<file path="src/rtl/evr_pkg.sv">
// Shared definitions for the EVR event logger: code width, log entry layout
// and default FIFO depth.
package evr_pkg;

  localparam int EVR_CODE_WIDTH = 8;
  localparam int EVR_TS_WIDTH   = 64;
  localparam int EVR_FIFO_DEPTH = 16;

  // One logged event: the code, the timestamp seen with the strobe and
  // whether that timestamp was valid at the time.
  typedef struct packed {
    logic [EVR_CODE_WIDTH-1:0] code;
    logic [EVR_TS_WIDTH-1:0]   timestamp;
    logic                      ts_valid;
  } log_entry_t;

endpackage

</file>
<file path="src/rtl/evr_log_fifo.sv">
// Synchronous first-word fall-through FIFO. The head entry is always visible
// on data_o while the FIFO is non-empty; a push is accepted when the FIFO
// is not full or a pop happens in the same cycle. DEPTH must be a power of 2
// and at least 2 so the binary pointers wrap naturally.
module evr_log_fifo #(
  parameter int WIDTH = 8,
  parameter int DEPTH = 16
) (
  input  logic                           clk,
  input  logic                           rst_n,
  input  logic                           push_i,
  input  logic                           pop_i,
  input  logic [WIDTH-1:0]               data_i,
  output logic [WIDTH-1:0]               data_o,
  output logic                           full_o,
  output logic                           empty_o,
  output logic [$clog2(DEPTH+1)-1:0]     level_o
);

  localparam int AW = $clog2(DEPTH);
  localparam int LW = $clog2(DEPTH + 1);

  logic [WIDTH-1:0] mem_q [DEPTH];
  logic [AW-1:0]    wr_ptr_q;
  logic [AW-1:0]    rd_ptr_q;
  logic [LW-1:0]    level_q;
  logic [LW-1:0]    level_d;
  logic             do_push;
  logic             do_pop;

  assign full_o  = (level_q == LW'(DEPTH));
  assign empty_o = (level_q == '0);
  assign do_pop  = pop_i && !empty_o;
  assign do_push = push_i && (!full_o || pop_i);

  // Storage array: written at the tail on every accepted push.
  // NOTE: the storage is deliberately not reset; level_q alone decides which
  // slots hold live data, so resetting the array would only cost flops.
  always_ff @(posedge clk) begin
    // NOTE: sequential state uses non-blocking assignments so every flop
    // samples pre-edge values regardless of statement order.
    if (do_push) mem_q[wr_ptr_q] <= data_i;
  end

  // Occupancy next state: +1 on push only, -1 on pop only, hold otherwise.
  always_comb begin
    // NOTE: the default first guarantees level_d is assigned on every path,
    // so no latch can be inferred.
    level_d = level_q;
    if (do_push && !do_pop)      level_d = level_q + LW'(1);
    else if (!do_push && do_pop) level_d = level_q - LW'(1);
  end

  // Pointer and occupancy registers with synchronous active-low reset.
  always_ff @(posedge clk) begin
    if (!rst_n) begin
      wr_ptr_q <= '0;
      rd_ptr_q <= '0;
      level_q  <= '0;
    end else begin
      if (do_push) wr_ptr_q <= wr_ptr_q + AW'(1);
      if (do_pop)  rd_ptr_q <= rd_ptr_q + AW'(1);
      level_q <= level_d;
    end
  end

  // Head entry straight from registered storage; forced to zero when empty
  // so the data outputs read 0 after reset.
  assign data_o  = empty_o ? '0 : mem_q[rd_ptr_q];
  assign level_o = level_q;

endmodule

</file>
<file path="src/rtl/evr_event_logger.sv">
// Time-stamped event logger on the EVR receive clock. Enabled event strobes
// are priority-encoded (lowest code wins), captured with the current
// timestamp into an FWFT FIFO and presented on a valid/ready stream.
// Build option: define EVR_EVENT_LOGGER_DROP_COUNT_EN to add the saturating
// dropCount port and counter; otherwise only the sticky overflow flag exists.
module evr_event_logger
  import evr_pkg::*;
#(
  parameter int EVSTROBE_COUNT  = 126,
  parameter int TIMESTAMP_WIDTH = EVR_TS_WIDTH,
  parameter int FIFO_DEPTH      = EVR_FIFO_DEPTH
) (
  input  logic                               evrRxClk,
  input  logic                               evrRxRstN,
  input  logic [EVSTROBE_COUNT:1]            evStrobe,
  input  logic [TIMESTAMP_WIDTH-1:0]         timestamp,
  input  logic                               timestampValid,
  input  logic [EVSTROBE_COUNT:1]            eventEnable,
  output logic                               logValid,
  input  logic                               logReady,
  output logic [EVR_CODE_WIDTH-1:0]          logCode,
  output logic [TIMESTAMP_WIDTH-1:0]         logTimestamp,
  output logic                               logTsValid,
  output logic [$clog2(FIFO_DEPTH+1)-1:0]    fillLevel,
  output logic                               overflow,
  input  logic                               clearOverflow
`ifdef EVR_EVENT_LOGGER_DROP_COUNT_EN
  ,
  output logic [15:0]                        dropCount
`endif
);

  logic [EVSTROBE_COUNT:1]   cand;
  logic                      any_cand;
  logic [EVR_CODE_WIDTH-1:0] win_code;
  logic [EVR_CODE_WIDTH-1:0] n_cand;
  logic [EVR_CODE_WIDTH-1:0] n_drop;
  logic                      drop;
  logic                      pop;
  logic                      accept;
  logic                      fifo_full;
  logic                      fifo_empty;
  log_entry_t                wr_entry;
  log_entry_t                head_entry;
  logic                      overflow_q;
  logic                      overflow_d;

  assign cand     = evStrobe & eventEnable;
  assign any_cand = |cand;
  assign n_cand   = EVR_CODE_WIDTH'($countones(cand));

  // Priority encoder: lowest-numbered enabled strobe wins.
  always_comb begin
    win_code = '0;
    for (int i = EVSTROBE_COUNT; i >= 1; i--) begin
      if (cand[i]) win_code = EVR_CODE_WIDTH'(i);
    end
  end

  // A full FIFO still takes the winner when the head leaves in the same cycle.
  assign logValid = !fifo_empty;
  assign pop      = logValid && logReady;
  assign accept   = any_cand && (!fifo_full || pop);
  assign n_drop   = n_cand - EVR_CODE_WIDTH'(accept);
  assign drop     = (n_drop != '0);

  assign wr_entry.code      = win_code;
  assign wr_entry.timestamp = timestamp;
  assign wr_entry.ts_valid  = timestampValid;

  evr_log_fifo #(
    .WIDTH ($bits(log_entry_t)),
    .DEPTH (FIFO_DEPTH)
  ) u_fifo (
    .clk     (evrRxClk),
    .rst_n   (evrRxRstN),
    .push_i  (accept),
    .pop_i   (pop),
    .data_i  (wr_entry),
    .data_o  (head_entry),
    .full_o  (fifo_full),
    .empty_o (fifo_empty),
    .level_o (fillLevel)
  );

  assign logCode      = head_entry.code;
  assign logTimestamp = head_entry.timestamp;
  assign logTsValid   = head_entry.ts_valid;

  // Sticky overflow next state: a drop beats a same-cycle clear.
  always_comb begin
    overflow_d = overflow_q;
    if (drop)               overflow_d = 1'b1;
    else if (clearOverflow) overflow_d = 1'b0;
  end

  // Overflow flag register.
  always_ff @(posedge evrRxClk) begin
    if (!evrRxRstN) overflow_q <= 1'b0;
    else            overflow_q <= overflow_d;
  end

  assign overflow = overflow_q;

`ifdef EVR_EVENT_LOGGER_DROP_COUNT_EN
  logic [15:0] drop_cnt_q;
  logic [15:0] drop_cnt_d;
  logic [16:0] drop_sum;

  assign drop_sum = {1'b0, drop_cnt_q} + 17'(n_drop);

  // Drop counter next state: clear restarts from this cycle's drops,
  // otherwise accumulate and saturate at all-ones.
  always_comb begin
    drop_cnt_d = drop_cnt_q;
    if (clearOverflow)    drop_cnt_d = 16'(n_drop);
    else if (drop_sum[16]) drop_cnt_d = 16'hFFFF;
    else                   drop_cnt_d = drop_sum[15:0];
  end

  // Drop counter register.
  always_ff @(posedge evrRxClk) begin
    if (!evrRxRstN) drop_cnt_q <= '0;
    else            drop_cnt_q <= drop_cnt_d;
  end

  assign dropCount = drop_cnt_q;
`endif

endmodule

</file>
<file path="config.mk">
export PLATFORM = sky130hd
export DESIGN_NAME = evr_event_logger
export DESIGN_NICKNAME = d
export VERILOG_FILES = /design/src/rtl/evr_pkg.sv /design/src/rtl/evr_log_fifo.sv /design/src/rtl/evr_event_logger.sv
export SDC_FILE = /design/constraint.sdc
export NUM_CORES = 1
export LEC_CHECK = 0
export BUFFER_PORTS_ARGS = -buffer_cell sky130_fd_sc_hd__buf_2
export CAP_MARGIN = 15
export CORE_UTILIZATION = 29
export DETAILED_ROUTE_END_ITERATION = 7
export PLACE_DENSITY = 0.51
export SLEW_MARGIN = 20
export SYNTH_ARGS = -nofsm -noshare
export SYNTH_HDL_FRONTEND = slang
export SYNTH_SLANG_ARGS = --single-unit
</file>
<file path="constraint.sdc">
create_clock -name evrRxClk -period 11.5 [get_ports evrRxClk]
set_input_delay 1.15 -clock evrRxClk [delete_from_list [all_inputs] [get_ports evrRxClk]]
set_output_delay 1.15 -clock evrRxClk [all_outputs]
set_load 0.01 [all_outputs]
</file>
After elaboration in Yosys (flattened, before gate mapping)
Memory sizes are Yosys's and may differ from the RTL's. A register that Yosys moved wholly into a read port is not among the register bits.
Index checks and enable logic that the tools add are counted.
{ "totals": {"reg_bits": 14, "ramBits": 1168, "output_inout_bits": 80, "word_cells": 288, "mem_count": 1} }
{ "op_classes": {"addsub": 130, "n_eq_ne": 1, "n_mux": 135, "bitwise": 1, "reduce_logical": 16} }
{ "memory_table": {"columns": ["memory", "depth", "word_bits", "rd", "rd_ports_with_merged_regs", "write_ports", "line_no", "source"], "rows": [
  ["u_fifo.mem_q", 16, 73, 1, 1, 1, "evr_log_fifo.sv:23", "logic [WIDTH-1:0] mem_q [DEPTH];"]
]} }
{ "ops": {"columns": ["op", "n"], "rows": [
  ["8-bit two-way mux", 125],
  ["1-bit by 1-bit adder with 2-bit output", 63],
  ["126-bit AND", 1],
  ["126-bit OR reduction", 1],
  ["2-bit by 2-bit adder with 3-bit output", 31],
  ["73-bit two-way mux", 1],
  ["3-bit by 3-bit adder with 4-bit output", 15],
  ["4-bit by 4-bit adder with 5-bit output", 8],
  ["5-bit by 5-bit adder with 6-bit output", 4],
  ["6-bit by 6-bit adder with 7-bit output", 2],
  ["5-bit two-way mux", 2],
  ["4-bit by 1-bit adder with 4-bit output, second input constant", 2],
  ["7-bit by 7-bit adder with 8-bit output", 1],
  ["4-bit two-way mux", 2],
  ["8-bit nonzero test", 1],
  ["8-bit by 1-bit subtractor with 8-bit output", 1],
  ["7-bit two-way mux", 1],
  ["1-bit logical AND", 6],
  ["5-bit by 1-bit adder with 5-bit output, second input constant", 1],
  ["5-bit == test, second input constant", 1],
  ["5-bit logical NOT", 1],
  ["5-bit by 1-bit subtractor with 5-bit output, second input constant", 1],
  ["3-bit by 2-bit adder with 4-bit output", 1],
  ["1-bit logical NOT", 4],
  ["other kinds (3)", 7]
]} }

Depth between registers and ports, before layout
{ "depth": {"depth_word": 127, "depth_mapped": 28, "ltp_nobuf": 28} }

Cells and area by module
From an unflattened synthesis, not the netlist that was laid out.
{ "unflattened": {"cells_unflattened": 2648, "area_unflattened_um2": 50970.1} }
{ "by_module_without_submodules": {"columns": ["module", "instances", "cells_each", "area_each_um2"], "rows": [
  ["evr_log_fifo", 1, 1899, 45199.6],
  ["evr_event_logger", 1, 749, 5770.5]
]} }

Worst setup path before layout
No wires, ideal clock.
{ "synth_path": {"path_kind": "input -> register", "startpoint": "input port evStrobe[101] (netlist bit)", "endpoint": "register overflow_q (netlist: overflow)", "arrival_time_ps": 8823, "required_ps": 11371, "setup_slack_ps": 2547, "cell_stages": 26, "path_buffers": 0, "cell_sequence": "a22o_1 or4b_4 nor3_4 nand3_2 o32a_1 ha_1 fa_1 inv_1 fa_1 fa_1 fa_1 fa_1 fa_1 fa_1 inv_1 fa_1 fa_1 inv_1 ha_1 inv_1 fa_1 xnor2_1 nor4b_1 o21ai_0 a2111oi_0 nor2b_1"} }
{ "synth_between": {"elab_chain_len": 11} }
{ "synth_lines": {"columns": ["element", "line_no", "source"], "rows": [
  ["start: declaration", "evr_event_logger.sv:15", "input logic [EVSTROBE_COUNT:1] evStrobe,"],
  ["126-bit AND (*)", "evr_event_logger.sv:48", "assign cand = evStrobe & eventEnable;"],
  ["1-bit by 1-bit adder with 2-bit output (not written as such)", "evr_event_logger.sv:50", "assign n_cand = EVR_CODE_WIDTH'($countones(cand));"],
  ["2-bit by 2-bit adder with 3-bit output (not written as such)", "evr_event_logger.sv:50", null],
  ["3-bit by 3-bit adder with 4-bit output (not written as such)", "evr_event_logger.sv:50", null],
  ["4-bit by 4-bit adder with 5-bit output (not written as such)", "evr_event_logger.sv:50", null],
  ["5-bit by 5-bit adder with 6-bit output (not written as such)", "evr_event_logger.sv:50", null],
  ["6-bit by 6-bit adder with 7-bit output (not written as such)", "evr_event_logger.sv:50", null],
  ["7-bit by 7-bit adder with 8-bit output (not written as such)", "evr_event_logger.sv:50", null],
  ["8-bit by 1-bit subtractor with 8-bit output (*)", "evr_event_logger.sv:64", "assign n_drop = n_cand - EVR_CODE_WIDTH'(accept);"],
  ["8-bit nonzero test (*)", "evr_event_logger.sv:65", "assign drop = (n_drop != '0);"],
  ["1-bit two-way mux / 2-bit nonzero test (equally long branches)", null, null],
  ["end signal: assignment", "evr_event_logger.sv:100", "else overflow_q <= overflow_d;"],
  ["end: declaration", "evr_event_logger.sv:45", "logic overflow_q;"]
]} }
Every way passes the cells marked *; elsewhere a longest branch is shown, timed or not.
A chain may end at the register's enable or synchronous reset.

Final worst setup path
{ "layout_path": {"startpoint": "input port eventEnable[39] (netlist bit)", "endpoint": "register overflow_q (netlist: overflow)"} }
{ "layout_between": {"elab_chain_len": 11} }
{ "layout_lines": {"columns": ["element", "line_no", "source"], "rows": [
  ["start: declaration", "evr_event_logger.sv:18", "input logic [EVSTROBE_COUNT:1] eventEnable,"],
  ["126-bit AND (*)", "evr_event_logger.sv:48", null],
  ["1-bit by 1-bit adder with 2-bit output (not written as such)", "evr_event_logger.sv:50", null],
  ["2-bit by 2-bit adder with 3-bit output (not written as such)", "evr_event_logger.sv:50", null],
  ["3-bit by 3-bit adder with 4-bit output (not written as such)", "evr_event_logger.sv:50", null],
  ["4-bit by 4-bit adder with 5-bit output (not written as such)", "evr_event_logger.sv:50", null],
  ["5-bit by 5-bit adder with 6-bit output (not written as such)", "evr_event_logger.sv:50", null],
  ["6-bit by 6-bit adder with 7-bit output (not written as such)", "evr_event_logger.sv:50", null],
  ["7-bit by 7-bit adder with 8-bit output (not written as such)", "evr_event_logger.sv:50", null],
  ["8-bit by 1-bit subtractor with 8-bit output (*)", "evr_event_logger.sv:64", null],
  ["8-bit nonzero test (*)", "evr_event_logger.sv:65", null],
  ["1-bit two-way mux / 2-bit nonzero test (equally long branches)", null, null]
]} }
Marked as above.

==> impl_results.md <==
* Seq/Total Area, Yosys at a little over two thirds
* PwrDens at 266 mW/mm^2
* DRC errors left at 0
* Initial core utilization at 29.3%
* Worst path required time at roughly 12000 ps
* Number of synthesized flops with an enable pin at around 1200
* Share of layout cells above drive strength 1 at 32.7%
* Clock tree buffer depth at 3
* First-pass GRT wire length at roughly 200000 um
* Initial drt markers at 1809
* Global placement routability congestion at 0.920
* # Post-CTS Setup Buffers at 0
* R2R Path Start: u_fifo.level_o[0]
* Reg2Reg Depth at 24
* Slowest stage delay, CP at 560 ps
* Clock Latency Late Sink at 760 ps
* Reg2reg end: overflow
* Min cycle time layout at 9010 ps
* Synth Flop Type: edfxtp_1
* DRT antenna net count at 0
* RSZ-0062 raised after global routing: no
* Leakage at 19.7 nW
* GR Util All Layers at between 10% and 20%
* Vias at 25989
* # port buffers at roughly 400
* Max stage delay cell, worst path: a22oi_1
* Antenna violations before repair at 26
* Chip height at 419 um
* NetSw at ~0.0053 W
* Crit path kind: in2reg
* Combinational share of power at a little over two fifths
* Slew @ Worst Pin at 1120 ps
* Internal reg-to-reg setup slack at 3450 ps
* NumNets Final at ~3500
* Final Util at approximately a third
* Syn avg cell area at about 20 um^2
* Clock Skews at approximately 27 ps
* Final hold violations at 0
* Drt first pass iters at 5
* # rows at approximately 150
* WL/cell at about 26 um
* Synth warnings at 0
* Global route overflow at 0
* Sw Ratio at 33.5%
* Post_cts resized at 0
* Startpoint types: input port
* Cell mode on critical path: fa_1
* Total of max-cap violations at 0
* Worst-path fanout max at 4
* Mapped Area at a little over 0.05 mm^2
* Worst EP arrival at ~9600 ps
* Area of the core at 0.172 mm^2
* CTS tree: done
* Clock root buffer: clkbuf_16
* Fin cells at roughly 5400
* CP top delay family: adder cells
* Worst relative slew slack at a little under a quarter
* Pint at between 0.01 and 0.015 W
* Final max-slew violation count at 0
* Detailed-route wire length at 140000 um
* Clk network pwr share at about a quarter
* Inst Count DP at around 5200
* Synth Instances at approximately 2500
* HP Class: reg2reg
* Die width at roughly 420 um
* Via/cell ratio at approximately 4.8
* CTS Hold Buffers Added at 0
* Distinct cells, synth at 62
* Synth Register Bits at between 1000 and 1500
* Hold Crit Start: u_fifo.rd_ptr_q[3]
* Buf/Inv on CP at 5
* DIE AREA at 0.175 mm^2
* H-tree levels at 4
* Fin Setup TNS at 0 ps
* Post-synthesis async set-or-reset flop share at 0%
* Dpl hpwl at ~83000 um
* CTS buffer count at 130
* CP Capture Type: register
* Post-synthesis net count at about 3000
* Clock sink count at roughly 1200
* Pin count of the biggest net entering global routing at 136
* Worst hold slack at between 500 and 600 ps
* Layout area overhead at 17.9%
* FMAX at ~110 MHz
* Io pins at about 400
* CTS clk-pin slew, worst paths at 60 ps
* Hold path depth at 2
* Sequential share of power at about 32%
* Max VDD drop at 0.000689 V
* Tcrit/Tclk final at around four fifths
* Status: finished, final reports clean
* Setup-failing EPs final at 0
* Vias in the first global route at around 28000
==> power groups by stage <==
stage	clock network [W]	registers [W]	logic, W
after CTS	0.00411	0.00510	0.00693
final	0.00399	0.00510	0.00673
after global routing	0.00425	0.00513	0.00763
after floorplan	0	0.00513	0.00510
after global placement	0	0.00519	0.00688
after detailed placement	0	0.00519	0.00686
==> metal layers <==
layer | up-vias | GRT usage (%) | wire length, um
met1 | 13938 | 20.2 | 58000
met2 | 663 | 28.2 | 72500
met5 | - | 0 | 49
li1 | 11158 | - | -
met3 | 220 | 2.85 | 6240
met4 | 10 | 4.53 | 3440
==> worst max-delay path by stage <==
stage / from / to / slack, ps / cells past startpoint
CTS: eventEnable[39] / overflow / 2550 / 27
floorplan: evStrobe[101] / overflow / 2550 / 26
detailed placement: eventEnable[39] / overflow / 1740 / 27
finish: eventEnable[39] / overflow / 2490 / 28
global route: evStrobe[73] / overflow / 2110 / 28
global placement: evStrobe[33] / overflow / 1730 / 27
==> area by class of cell <==
class	count	area, um^2
Sequential cell	1170	35000
Inverter	160	601
Tap cell	2310	2890
Clock inverter	74	636
Fill cell	16329	113000
Clock buffer	155	3430
Antenna cell	3	7.51
Multi-Input combinational cell	1097	14500
Timing Repair Buffer	443	2340
==> synth_stat cells (6+ instances only) <==
master	instances	area (um^2)
a2111oi_0	6	52.6
a211oi_1	8	60.1
a21boi_0	8	60.1
a21o_1	10	75.1
a21oi_1	29	145
a22o_1	7	61.3
a22oi_1	56	420
a31oi_1	7	43.8
and2_1	129	807
buf_1	13	48.8
buf_2	24	120
clkbuf_1	54	203
dfxtp_1	18	360
edfxtp_1	1152	34600
fa_1	117	2340
ha_1	38	475
inv_1	160	601
mux4_2	360	8110
nand2_1	137	514
nand2b_1	7	43.8
nand3_1	19	95.1
nand4_1	20	125
nor2_1	22	82.6
nor2b_1	8	50.1
nor3_1	10	50.1
o211ai_1	6	45.0
o21ai_0	23	115
xnor2_1	10	87.6
==> layout by cell type (no fill, tap or decap), types with 14 or more instances in the layout <==
| master | count |
|---|---|
| mux4_2 | 360 |
| nand2_1 | 137 |
| o21ai_0 | 23 |
| buf_2 | 399 |
| clkbuf_1 | 21 |
| clkbuf_16 | 134 |
| nand4_1 | 20 |
| clkinv_1 | 29 |
| dfxtp_1 | 14 |
| ha_1 | 38 |
| and2_1 | 121 |
| inv_1 | 160 |
| edfxtp_1 | 1152 |
| nand3_1 | 19 |
| clkinv_2 | 22 |
| a21oi_1 | 27 |
| a22oi_1 | 56 |
| nor2_1 | 18 |
| buf_4 | 43 |
| fa_1 | 117 |
==> worst register-to-register path, delay by kind of cell (launching register included) <==
kind	cells	cell delay (ps)
fa+ha+maj	12	5390
compound gates	5	1080
simple gates	3	880
flops	1	370
buf+inv	4	230
==> metrics by stage <==
step,power [W],area (um^2),worst slack [ps]
global placement,0.0121,55300,1730
detailed placement,0.0121,55300,1740
finish,0.0158,59400,2490
CTS,0.0161,59300,2550
floorplan,0.0102,50300,2550
global route,0.0170,59300,2110
==> registers in the layout (all words and copies together), names as in the netlist, named ones only <==
| signal | flops |
|---|---|
| u_fifo.rd_ptr_q | 4 |
| u_fifo.level_o | 5 |
| u_fifo.wr_ptr_q | 4 |
| u_fifo.mem_q | 1152 |
| overflow | 1 |
==> logic make-up (layout without fill, tap and decap cells) <==
kind of cell | Yosys count | in the layout | synth area share [%]
AND/OR/NAND/NOR | 375 | 375 | 3.89
multiplexers | 364 | 364 | 16.2
buffers and inverters | 253 | 832 | 1.97
AO/OA/AOI/OAI | 190 | 190 | 2.68
flip-flops | 1170 | 1170 | 69.5
other | 1 | 4 | 0.00745
adder cells (fa/ha/maj) | 155 | 155 | 5.60
XOR/XNOR | 12 | 12 | 0.209
Power figures use the tool's default switching activity.
